==> src/rtl/calc_entry_sequencer.sv <==
// Calculator entry sequencer: collects operand A, operator and operand B from keypad codes,
// issues one ALU request and shows the result. Define CALC_CHAIN_EN to let an operator in SHOW chain on the result.
module calc_entry_sequencer #(
  parameter int W      = 16,
  parameter int DIGITS = 4
) (
  input  logic         clk,
  input  logic         Reset,
  input  logic [3:0]   key_code,
  input  logic         key_valid,
  output logic [W-1:0] alu_a,
  output logic [W-1:0] alu_b,
  output logic [1:0]   alu_op,
  output logic         alu_start,
  input  logic         alu_done,
  input  logic [W-1:0] alu_result,
  output logic [W-1:0] disp_value,
  output logic [1:0]   disp_sel,
  output logic         busy,
  output logic         err
);

  localparam int CW = $clog2(DIGITS + 1);

  typedef enum logic [2:0] {ENTER_A, ENTER_B, ISSUE, WAIT, SHOW} state_t;

  state_t         state_q, state_d;
  logic [W-1:0]   a_q, a_d, b_q, b_d, acc_q, acc_d;
  logic [1:0]     op_q, op_d;
  logic [CW-1:0]  cnt_q, cnt_d;
  logic [W-1:0]   alu_a_q, alu_a_d, alu_b_q, alu_b_d;
  logic [1:0]     alu_op_q, alu_op_d;
  logic           alu_start_q, alu_start_d;
  logic [W-1:0]   disp_value_q, disp_value_d;
  logic [1:0]     disp_sel_q, disp_sel_d;
  logic           busy_q, busy_d;
  logic           err_q, err_d;

  logic           is_digit, is_op, is_eq;
  logic [1:0]     key_op;
  logic [W-1:0]   key_val;

  always_comb begin
    is_digit = key_valid && (key_code <= 4'd9);
    is_op    = key_valid && (key_code >= 4'd10) && (key_code <= 4'd12);
    is_eq    = key_valid && (key_code == 4'd13);
    key_op   = 2'(key_code - 4'd10);
    key_val  = W'(key_code);

    state_d      = state_q;
    a_d          = a_q;
    b_d          = b_q;
    acc_d        = acc_q;
    op_d         = op_q;
    cnt_d        = cnt_q;
    alu_a_d      = alu_a_q;
    alu_b_d      = alu_b_q;
    alu_op_d     = alu_op_q;
    alu_start_d  = 1'b0;
    disp_value_d = disp_value_q;
    disp_sel_d   = disp_sel_q;
    busy_d       = busy_q;
    err_d        = err_q;

    case (state_q)
      ENTER_A, ENTER_B: begin
        if (is_digit) begin
          if (cnt_q < CW'(DIGITS)) begin
            acc_d = acc_q * W'(10) + key_val;
            cnt_d = cnt_q + CW'(1);
          end else begin
            err_d = 1'b1;
          end
        end else if (state_q == ENTER_A) begin
          if (is_op) begin
            op_d       = key_op;
            a_d        = acc_q;
            acc_d      = '0;
            cnt_d      = '0;
            disp_sel_d = 2'd1;
            state_d    = ENTER_B;
          end
        end else begin
          // An operator is only a correction while B is still empty
          if (is_op && cnt_q == '0) begin
            op_d = key_op;
          end else if (is_eq && cnt_q != '0) begin
            b_d         = acc_q;
            alu_a_d     = a_q;
            alu_b_d     = acc_q;
            alu_op_d    = op_q;
            alu_start_d = 1'b1;
            busy_d      = 1'b1;
            state_d     = ISSUE;
          end
        end
      end
      ISSUE: state_d = WAIT;
      WAIT: begin
        if (alu_done) begin
          disp_value_d = alu_result;
          disp_sel_d   = 2'd2;
          busy_d       = 1'b0;
          state_d      = SHOW;
        end
      end
      SHOW: begin
        if (is_digit) begin
          a_d        = '0;
          b_d        = '0;
          err_d      = 1'b0;
          acc_d      = key_val;
          cnt_d      = CW'(1);
          disp_sel_d = 2'd0;
          state_d    = ENTER_A;
        end
`ifdef CALC_CHAIN_EN
        else if (is_op) begin
          a_d        = disp_value_q;
          op_d       = key_op;
          acc_d      = '0;
          cnt_d      = '0;
          disp_sel_d = 2'd1;
          state_d    = ENTER_B;
        end
`endif
      end
      default: state_d = ENTER_A;
    endcase

    if (state_d == ENTER_A || state_d == ENTER_B) begin
      disp_value_d = acc_d;
    end
  end

  always_ff @(posedge clk) begin
    if (!Reset) begin
      state_q      <= ENTER_A;
      a_q          <= '0;
      b_q          <= '0;
      acc_q        <= '0;
      op_q         <= '0;
      cnt_q        <= '0;
      alu_a_q      <= '0;
      alu_b_q      <= '0;
      alu_op_q     <= '0;
      alu_start_q  <= 1'b0;
      disp_value_q <= '0;
      disp_sel_q   <= '0;
      busy_q       <= 1'b0;
      err_q        <= 1'b0;
    end else begin
      state_q      <= state_d;
      a_q          <= a_d;
      b_q          <= b_d;
      acc_q        <= acc_d;
      op_q         <= op_d;
      cnt_q        <= cnt_d;
      alu_a_q      <= alu_a_d;
      alu_b_q      <= alu_b_d;
      alu_op_q     <= alu_op_d;
      alu_start_q  <= alu_start_d;
      disp_value_q <= disp_value_d;
      disp_sel_q   <= disp_sel_d;
      busy_q       <= busy_d;
      err_q        <= err_d;
    end
  end

  assign alu_a      = alu_a_q;
  assign alu_b      = alu_b_q;
  assign alu_op     = alu_op_q;
  assign alu_start  = alu_start_q;
  assign disp_value = disp_value_q;
  assign disp_sel   = disp_sel_q;
  assign busy       = busy_q;
  assign err        = err_q;

endmodule

==> config.mk <==
export PLATFORM = sky130hd
export DESIGN_NAME = calc_entry_sequencer
export DESIGN_NICKNAME = d
export VERILOG_FILES = /design/src/rtl/calc_entry_sequencer.sv
export SDC_FILE = /design/constraint.sdc
export NUM_CORES = 1
export LEC_CHECK = 0
export ABC_AREA = 1
export CAP_MARGIN = 10
export CORE_AREA = 3 3 117 119
export DETAILED_ROUTE_END_ITERATION = 8
export DIE_AREA = 0 0 120 122
export MAX_ROUTING_LAYER = met4
export SLEW_MARGIN = 20
export SYNTH_ARGS = -nofsm -noshare
export SYNTH_HDL_FRONTEND = slang
export SYNTH_SLANG_ARGS = --single-unit
==> constraint.sdc <==
create_clock -name clk -period 3.2 [get_ports clk]
set_clock_uncertainty 0.05 [all_clocks]
set_input_delay 0.32 -clock clk [delete_from_list [all_inputs] [get_ports clk]]
set_output_delay 0.32 -clock clk [all_outputs]
set_load 0.01 [all_outputs]
==> results of run 1 <==
==> layer usage <==
metal / global-route usage [%] / up-vias
li1: - / 2588
met5: - / -
met3: 4.60 / 21
met2: 33.5 / 157
met1: 28.0 / 2339
met4: 6.30 / 0
==> power by group through the flow <==
stage               registers (W)  logic (W)  clock network [W]
finish                    0.00123   0.000324            0.00122
global route              0.00123   0.000360            0.00130
CTS                       0.00123   0.000322            0.00124
detailed placement        0.00126   0.000320                  0
global placement          0.00125   0.000318                  0
floorplan                 0.00125   0.000194                  0
==> state kept, by name (all words and copies together) (netlist names), 2 cells and up <==
signal / flops
a_q: 16
acc_q: 16
alu_a: 16
alu_b: 16
alu_op: 2
cnt_q: 3
disp_sel: 2
disp_value: 16
op_q: 2
state_q: 3
==> per-stage QoR <==
step                      total power [W]  util [%]  area (µm²)  hold WS [ns]
final                             0.00277      50.5        6400         0.409
after global routing              0.00289      50.5        6400         0.425
after CTS                         0.00279      50.5        6400         0.413
after detailed placement          0.00158      47.9        6060         0.402
after global placement            0.00157      47.9        6060         0.399
after floorplan                   0.00145         -        5100         0.390
==> cell type report <==
type	count	area share (%)
inverter	68	4.00
sequential	95	29.7
clock inverter	6	1.54
multi-input combinational	539	43.8
clock buffer	10	3.73
antenna	1	0.0391
timing repair buffer	92	13.8
tap	172	3.36
==> cells in the final DEF (no fill, tap or decap), types with 2 or more instances in the layout <==
cell type / count
a21oi_1: 91
dfxtp_1: 94
nand2_2: 3
buf_4: 14
bufinv_16: 2
xnor2_1: 3
nor2_4: 2
nor2_1: 48
nor2_2: 6
inv_1: 57
a31oi_1: 5
nand2_4: 2
o21ai_0: 31
nand2_1: 181
nand4_1: 6
a21oi_2: 2
clkdlybuf4s50_1: 78
inv_8: 2
clkbuf_16: 9
inv_2: 10
ha_1: 28
o21a_1: 3
nand3_1: 92
fa_1: 2
xor2_1: 2
o21ai_1: 14
==> what timing repair did <==
item | CTS | global route
hold buffers | 0 | 0
setup endpoints to repair | 0 | 3
setup buffers | 0 | 0
gates resized for setup | 0 | 1
==> kinds of logic after synthesis <==
kind of cell / Yosys count / share of synthesized area [%]
fa+ha+maj: 30 / 7.65
simple gates: 347 / 29.7
compound gates: 157 / 16.8
flops: 95 / 37.3
buf+inv: 97 / 7.75
xor+xnor: 5 / 0.859
==> path summary, 6_finish.rpt <==
check | from | endpoint | slack (ns) | cells after the start
max | acc_q[1] | disp_value[14] | 0.29 | 16
min | alu_a[6] | alu_a[6] | 0.41 | 2
max reg2reg | acc_q[1] | disp_value[14] | 0.29 | 16
min reg2reg | alu_a[6] | alu_a[6] | 0.41 | 2
==> worst max-delay path: stages, from the launching register on <==
cell     delay [ns]
dfxtp_2        0.35
ha_1           0.30
ha_1           0.26
fa_1           0.56
nand2_1        0.09
nor2_1         0.09
nand2_1        0.05
nand2_1        0.07
nand2_1        0.06
nor2_1         0.14
nand3_1        0.17
nor2_2         0.16
nand3_1        0.10
nand3_1        0.11
nand3_1        0.07
nand2_1        0.09
a21oi_2        0.05
==> results.txt, run 1 <==
status - finished clean
startpoint types - flop
post-route ant nets - 0
sequential fraction of the synthesis area - 37.3%
area taken by multi-input logic gates - 2800 µm²
Mapped Nets - 785
WL final - 15000 µm
Port Buf Inserts - 78
worst slew pin tran - 0.757 ns
final worst setup slack - 0.291 ns
total global routing overflow - 0
met2 wire length - 6770 µm
initial DRC count - 363
Top Metal Used - met4
Non-Filler Instances - 983
Worst Path Max Fanout - 6
worst vdd ir - 0.000235 V
post-synth cell types - 44
number of flops mapped to enable cells by yosys - 0
mean post-synth cell area - 6.98 µm²
clock root cell - clkbuf_16
Max clock buf depth - 2
P&R area growth vs syn - 25.6%
Flop pwr share - 44.3%
CTS Sinks - 95
fmax - 0.344 GHz
Max Cap Viol - 0
final net count - 859
DRC viols - 0
Reg area - 1900 µm²
critical path capture point type - flop
Synth top area share - 37.3%
largest net degree at the start of global routing - 42
final setup TNS - 0 ns
Seq cells post-synth - 95
combinational power share - 11.7%
met3 routed wirelength - 879 µm
global-route wire length before repair - 24500 µm
Initial Util - 40.3%
fillers - 1275
Synth area leader - dfxtp_1
number of global-route vias before repair - 4856
width of the die - 120 µm
Psw - 0.000723 W
Async SR Flop Fraction - 0%
per-cell routed wire length - 15.3 µm
worst slack, placed - 0.235 ns
initial antenna violation count - 1
Post-Syn Instances - 731
Routability Congestion - 0.946
Std-Cell Core Area - 12700 µm²
Net Sw Frac - 26.1%
internal power - 0.00205 W
clock share of power - 44.0%
Post-synth top cells - 181 x nand2_1, 95 x dfxtp_1, 92 x nand3_1
die height - 122 µm
DP HPWL - 11300 µm
Worst-path clk slew - 0.07 ns
Top FF cell, synth - dfxtp_1
Critical Path RT - 3.36 ns
max-slew violation count - 0
die area - 14600 µm²
Worst EP arrival - 3.07 ns
H-tree levels - 3
P per Cell Area - 433 nW/µm²
Netlist Area Pre-Place - 5100 µm²
num ports - 79
Final Critical Period - 2.91 ns
layout cells sized above 1 - 7.65%
drt pass-1 iters - 5
Final Hold Viols - 0
DR vias - 5105
synth top area cells - dfxtp_1 37%, nand2_1 13%, nand3_1 9.0%, a21oi_1 8.9%, ha_1 6.9%
wl on met1 - 7110 µm
worst skew pair latency - 0.35 ns
CTS Buf Count - 9
Leakage - 2.67 nW
final setup fails - 0
normalized max-slew margin - 49.5%
CTS tree - done
cell row count - 41
most common cell in the synthesized netlist - nand2_1
RSZ-0062 raised after global routing - false
Tcrit/Tclk final - 90.9%
vias per std cell - 5.19
critical path class - flop to flop
HP Class - flop to flop
YS warnings - 0
Placed Cells - 966
All-Layer GR Usage - 21.4%
Note: power is estimated with default switching activity, not from simulation.
==> run 2: changes to the inputs <==
--- a/config.mk
+++ b/config.mk
@@ -8,6 +8,7 @@
 export ABC_AREA = 1
 export CAP_MARGIN = 10
 export CORE_AREA = 3 3 117 119
+export CTS_CLUSTER_SIZE = 30
 export DETAILED_ROUTE_END_ITERATION = 8
 export DIE_AREA = 0 0 120 122
 export MAX_ROUTING_LAYER = met4
==> results of run 2 <==
Final layout, timing and power as in run 1 (identical DEF).
==> run 3: changes to the inputs <==
--- a/config.mk
+++ b/config.mk
@@ -6,7 +6,6 @@
 export NUM_CORES = 1
 export LEC_CHECK = 0
 export ABC_AREA = 1
-export CAP_MARGIN = 10
 export CORE_AREA = 3 3 117 119
 export CTS_CLUSTER_SIZE = 30
 export DETAILED_ROUTE_END_ITERATION = 8
==> constraint.sdc (replaced) <==
create_clock -name clk -period 3.17 [get_ports clk]
set_clock_uncertainty 0.05 [all_clocks]
set_input_delay 0.317 -clock clk [delete_from_list [all_inputs] [get_ports clk]]
set_output_delay 0.317 -clock clk [all_outputs]
set_load 0.01 [all_outputs]
==> run 3 against run 2 <==
Effect of this change:
- cell count up 0.20%
- via count up 0.39%
- wire length down 0.58%
- sequential power about the same
- power down 0.22%
- core utilization up 0.069 points
- non-clock buffer count up 2
- critical path type unchanged
==> results.txt, run 3 (synthesized netlist as in run 1, its figures left out) <==
global-route wire length before repair - 24300 µm (was 24500 µm)
Max clock buf depth - 2 (unchanged)
P&R area growth vs syn - 25.7% (was 25.6%)
Hold Crit Start - alu_a[6] (unchanged)
WL final - 14900 µm (was 15000 µm)
Port Buf Inserts - 78 (unchanged)
Final Hold Viols - 0 (unchanged)
Std-Cell Core Area - 12700 µm² (unchanged)
All-Layer GR Usage - 21.2% (was 21.4%)
Tcrit/Tclk final - 90.7% (was 90.9%)
post-route ant nets - 0 (unchanged)
worst reg-to-reg setup slack - 0.30 ns (was 0.29 ns)
total power after layout - 0.00277 W (about the same)
Max Cap Viol - 0 (unchanged)
hold path cells - 2 (unchanged)
final worst setup slack - 0.296 ns (was 0.291 ns)
DR vias - 5125 (was 5105)
DRC viols - 0 (unchanged)
DP HPWL - 11400 µm (was 11300 µm)
per-cell routed wire length - 15.2 µm (was 15.3 µm)
num ports - 79 (unchanged)
initial DRC count - 389 (was 363)
most frequent cells in the layout - 181 x nand2_1, 94 x dfxtp_1, 92 x nand3_1 (unchanged)
Initial Util - 40.3% (unchanged)
Min-Delay Endpoint - alu_a[6] (unchanged)
layout cells sized above 1 - 7.88% (was 7.65%)
Critical Path RT - 3.36 ns (about the same)
Setup Buffers After CTS - 0 (unchanged)
vias per std cell - 5.20 (was 5.19)
Worst EP arrival - 3.06 ns (was 3.07 ns)
RSZ-0062 raised after global routing - false (unchanged)
final setup fails - 0 (unchanged)
die height - 122 µm (unchanged)
HP Class - flop to flop (unchanged)
Critical R2R Launch - acc_q[1] (unchanged)
worst slew pin tran - 0.655 ns (was 0.757 ns)
P per Cell Area - 431 nW/µm² (was 433 nW/µm²)
final setup TNS - 0 ns (unchanged)
fmax - 0.348 GHz (was 0.344 GHz)
clock root cell - clkbuf_16 (unchanged)
worst skew pair latency - 0.34 ns (was 0.35 ns)
total global routing overflow - 0 (unchanged)
Worst-path clk slew - 0.07 ns (about the same)
worst vdd ir - 0.000225 V (was 0.000235 V)
cell row count - 41 (unchanged)
CTS Sinks - 95 (unchanged)
width of the die - 120 µm (unchanged)
startpoint types - flop (unchanged)
drt pass-1 iters - 5 (unchanged)
Worst Path Max Fanout - 6 (unchanged)
commonest non-fill, non-tap cell in the layout - nand2_1 (unchanged)
die area - 14600 µm² (unchanged)
CTS Buf Count - 9 (unchanged)
worst r2r dst - disp_value[14] (unchanged)
CTS tree - done (unchanged)
Final Critical Period - 2.87 ns (was 2.91 ns)
worst slack, placed - 0.225 ns (was 0.235 ns)
critical path class - flop to flop (unchanged)
initial antenna violation count - 1 (unchanged)
normalized max-slew margin - 56.3% (was 49.5%)
reg2reg path depth - 15 (was 16)
status - finished clean (unchanged)
Leakage - 2.68 nW (was 2.67 nW)
H-tree levels - 3 (unchanged)
max-slew violation count - 0 (unchanged)
post-layout util - 50.6% (was 50.5%)
Routability Congestion - 0.957 (was 0.946)
critical path capture point type - flop (unchanged)
number of global-route vias before repair - 4815 (was 4856)
largest net degree at the start of global routing - 36 (was 42)
final net count - 861 (was 859)
[run 3: cell count changes in the layout (fill, tap and decap cells not counted), sizes merged]
| cell | delta |
|---|---|
| inv | -1 |
| buf | +2 |
| clkbuf | +1 |
| clkinvlp | -1 |
| clkinv | +1 |
[run 3: power breakdown]
group          internal [W]  switching (W)  total [W]
clock network      0.000721       0.000478    0.00120
logic              0.000126       0.000200   0.000326
registers           0.00122      0.0000258    0.00124
[run 3: worst max-delay path, cell delays in order (launching register included)]
cell and delay, ns:
dfxtp_2 0.36, ha_1 0.31, ha_1 0.25, fa_1 0.47, nand2_1 0.10, nand3_1 0.11
nand3_1 0.11, nand3_1 0.07, nand2_1 0.20, nand2_1 0.12, nor2_2 0.16, nand3_1 0.10
nand3_1 0.13, nand3_1 0.08, nand2_1 0.09, a21oi_2 0.05
[run 3: worst max-delay path by stage]
stage / start / endpoint / slack, ns / depth (start not counted)
finish: acc_q[1] / disp_value[14] / 0.30 / 15
global route: acc_q[1] / disp_value[14] / 0.04 / 17
CTS: acc_q[1] / disp_value[14] / 0.22 / 16
detailed placement: key_code[1] / disp_value[13] / 0.23 / 16
global placement: acc_q[1] / disp_value[14] / 0.31 / 16
floorplan: acc_q[1] / disp_value[14] / 0.50 / 16
[run 3: per-layer routing]
| metal | GRT usage [%] | part of all wire (%) | wire length (µm) | vias to the layer above |
|---|---|---|---|---|
| li1 | - | - | - | 2592 |
| met4 | 4.44 | 0.66 | 99 | 0 |
| met5 | - | 0 | 0 | - |
| met1 | 28.5 | 48 | 7190 | 2381 |
| met2 | 33.3 | 46 | 6850 | 140 |
| met3 | 4.09 | 5.3 | 788 | 12 |
[run 3: timing repair]
action / 4_1_cts / 5_1_grt
hold buffers: 0 / 0
gates resized for setup: 0 / 2
setup endpoints to repair: 0 / 5
[run 3: layout make-up]
class | instances | area [µm²]
Inverter | 68 | 256
Timing Repair Buffer | 94 | 901
Clock buffer | 11 | 243
Clock inverter | 5 | 86.3
Antenna cell | 1 | 2.50
Sequential cell | 95 | 1900
Tap cell | 172 | 215
Fill cell | 1287 | 6260
Multi-Input combinational cell | 539 | 2810
[run 3: per-stage QoR]
stage / std cells / hold WS, ns / area (µm²)
6_report: 985 / 0.410 / 6410
3_5_place_dp: 968 / 0.404 / 6080
4_1_cts: 984 / 0.413 / 6410
3_3_place_gp: 968 / 0.399 / 6080
2_1_floorplan: 731 / 0.390 / 5100
5_1_grt: 985 / 0.426 / 6410
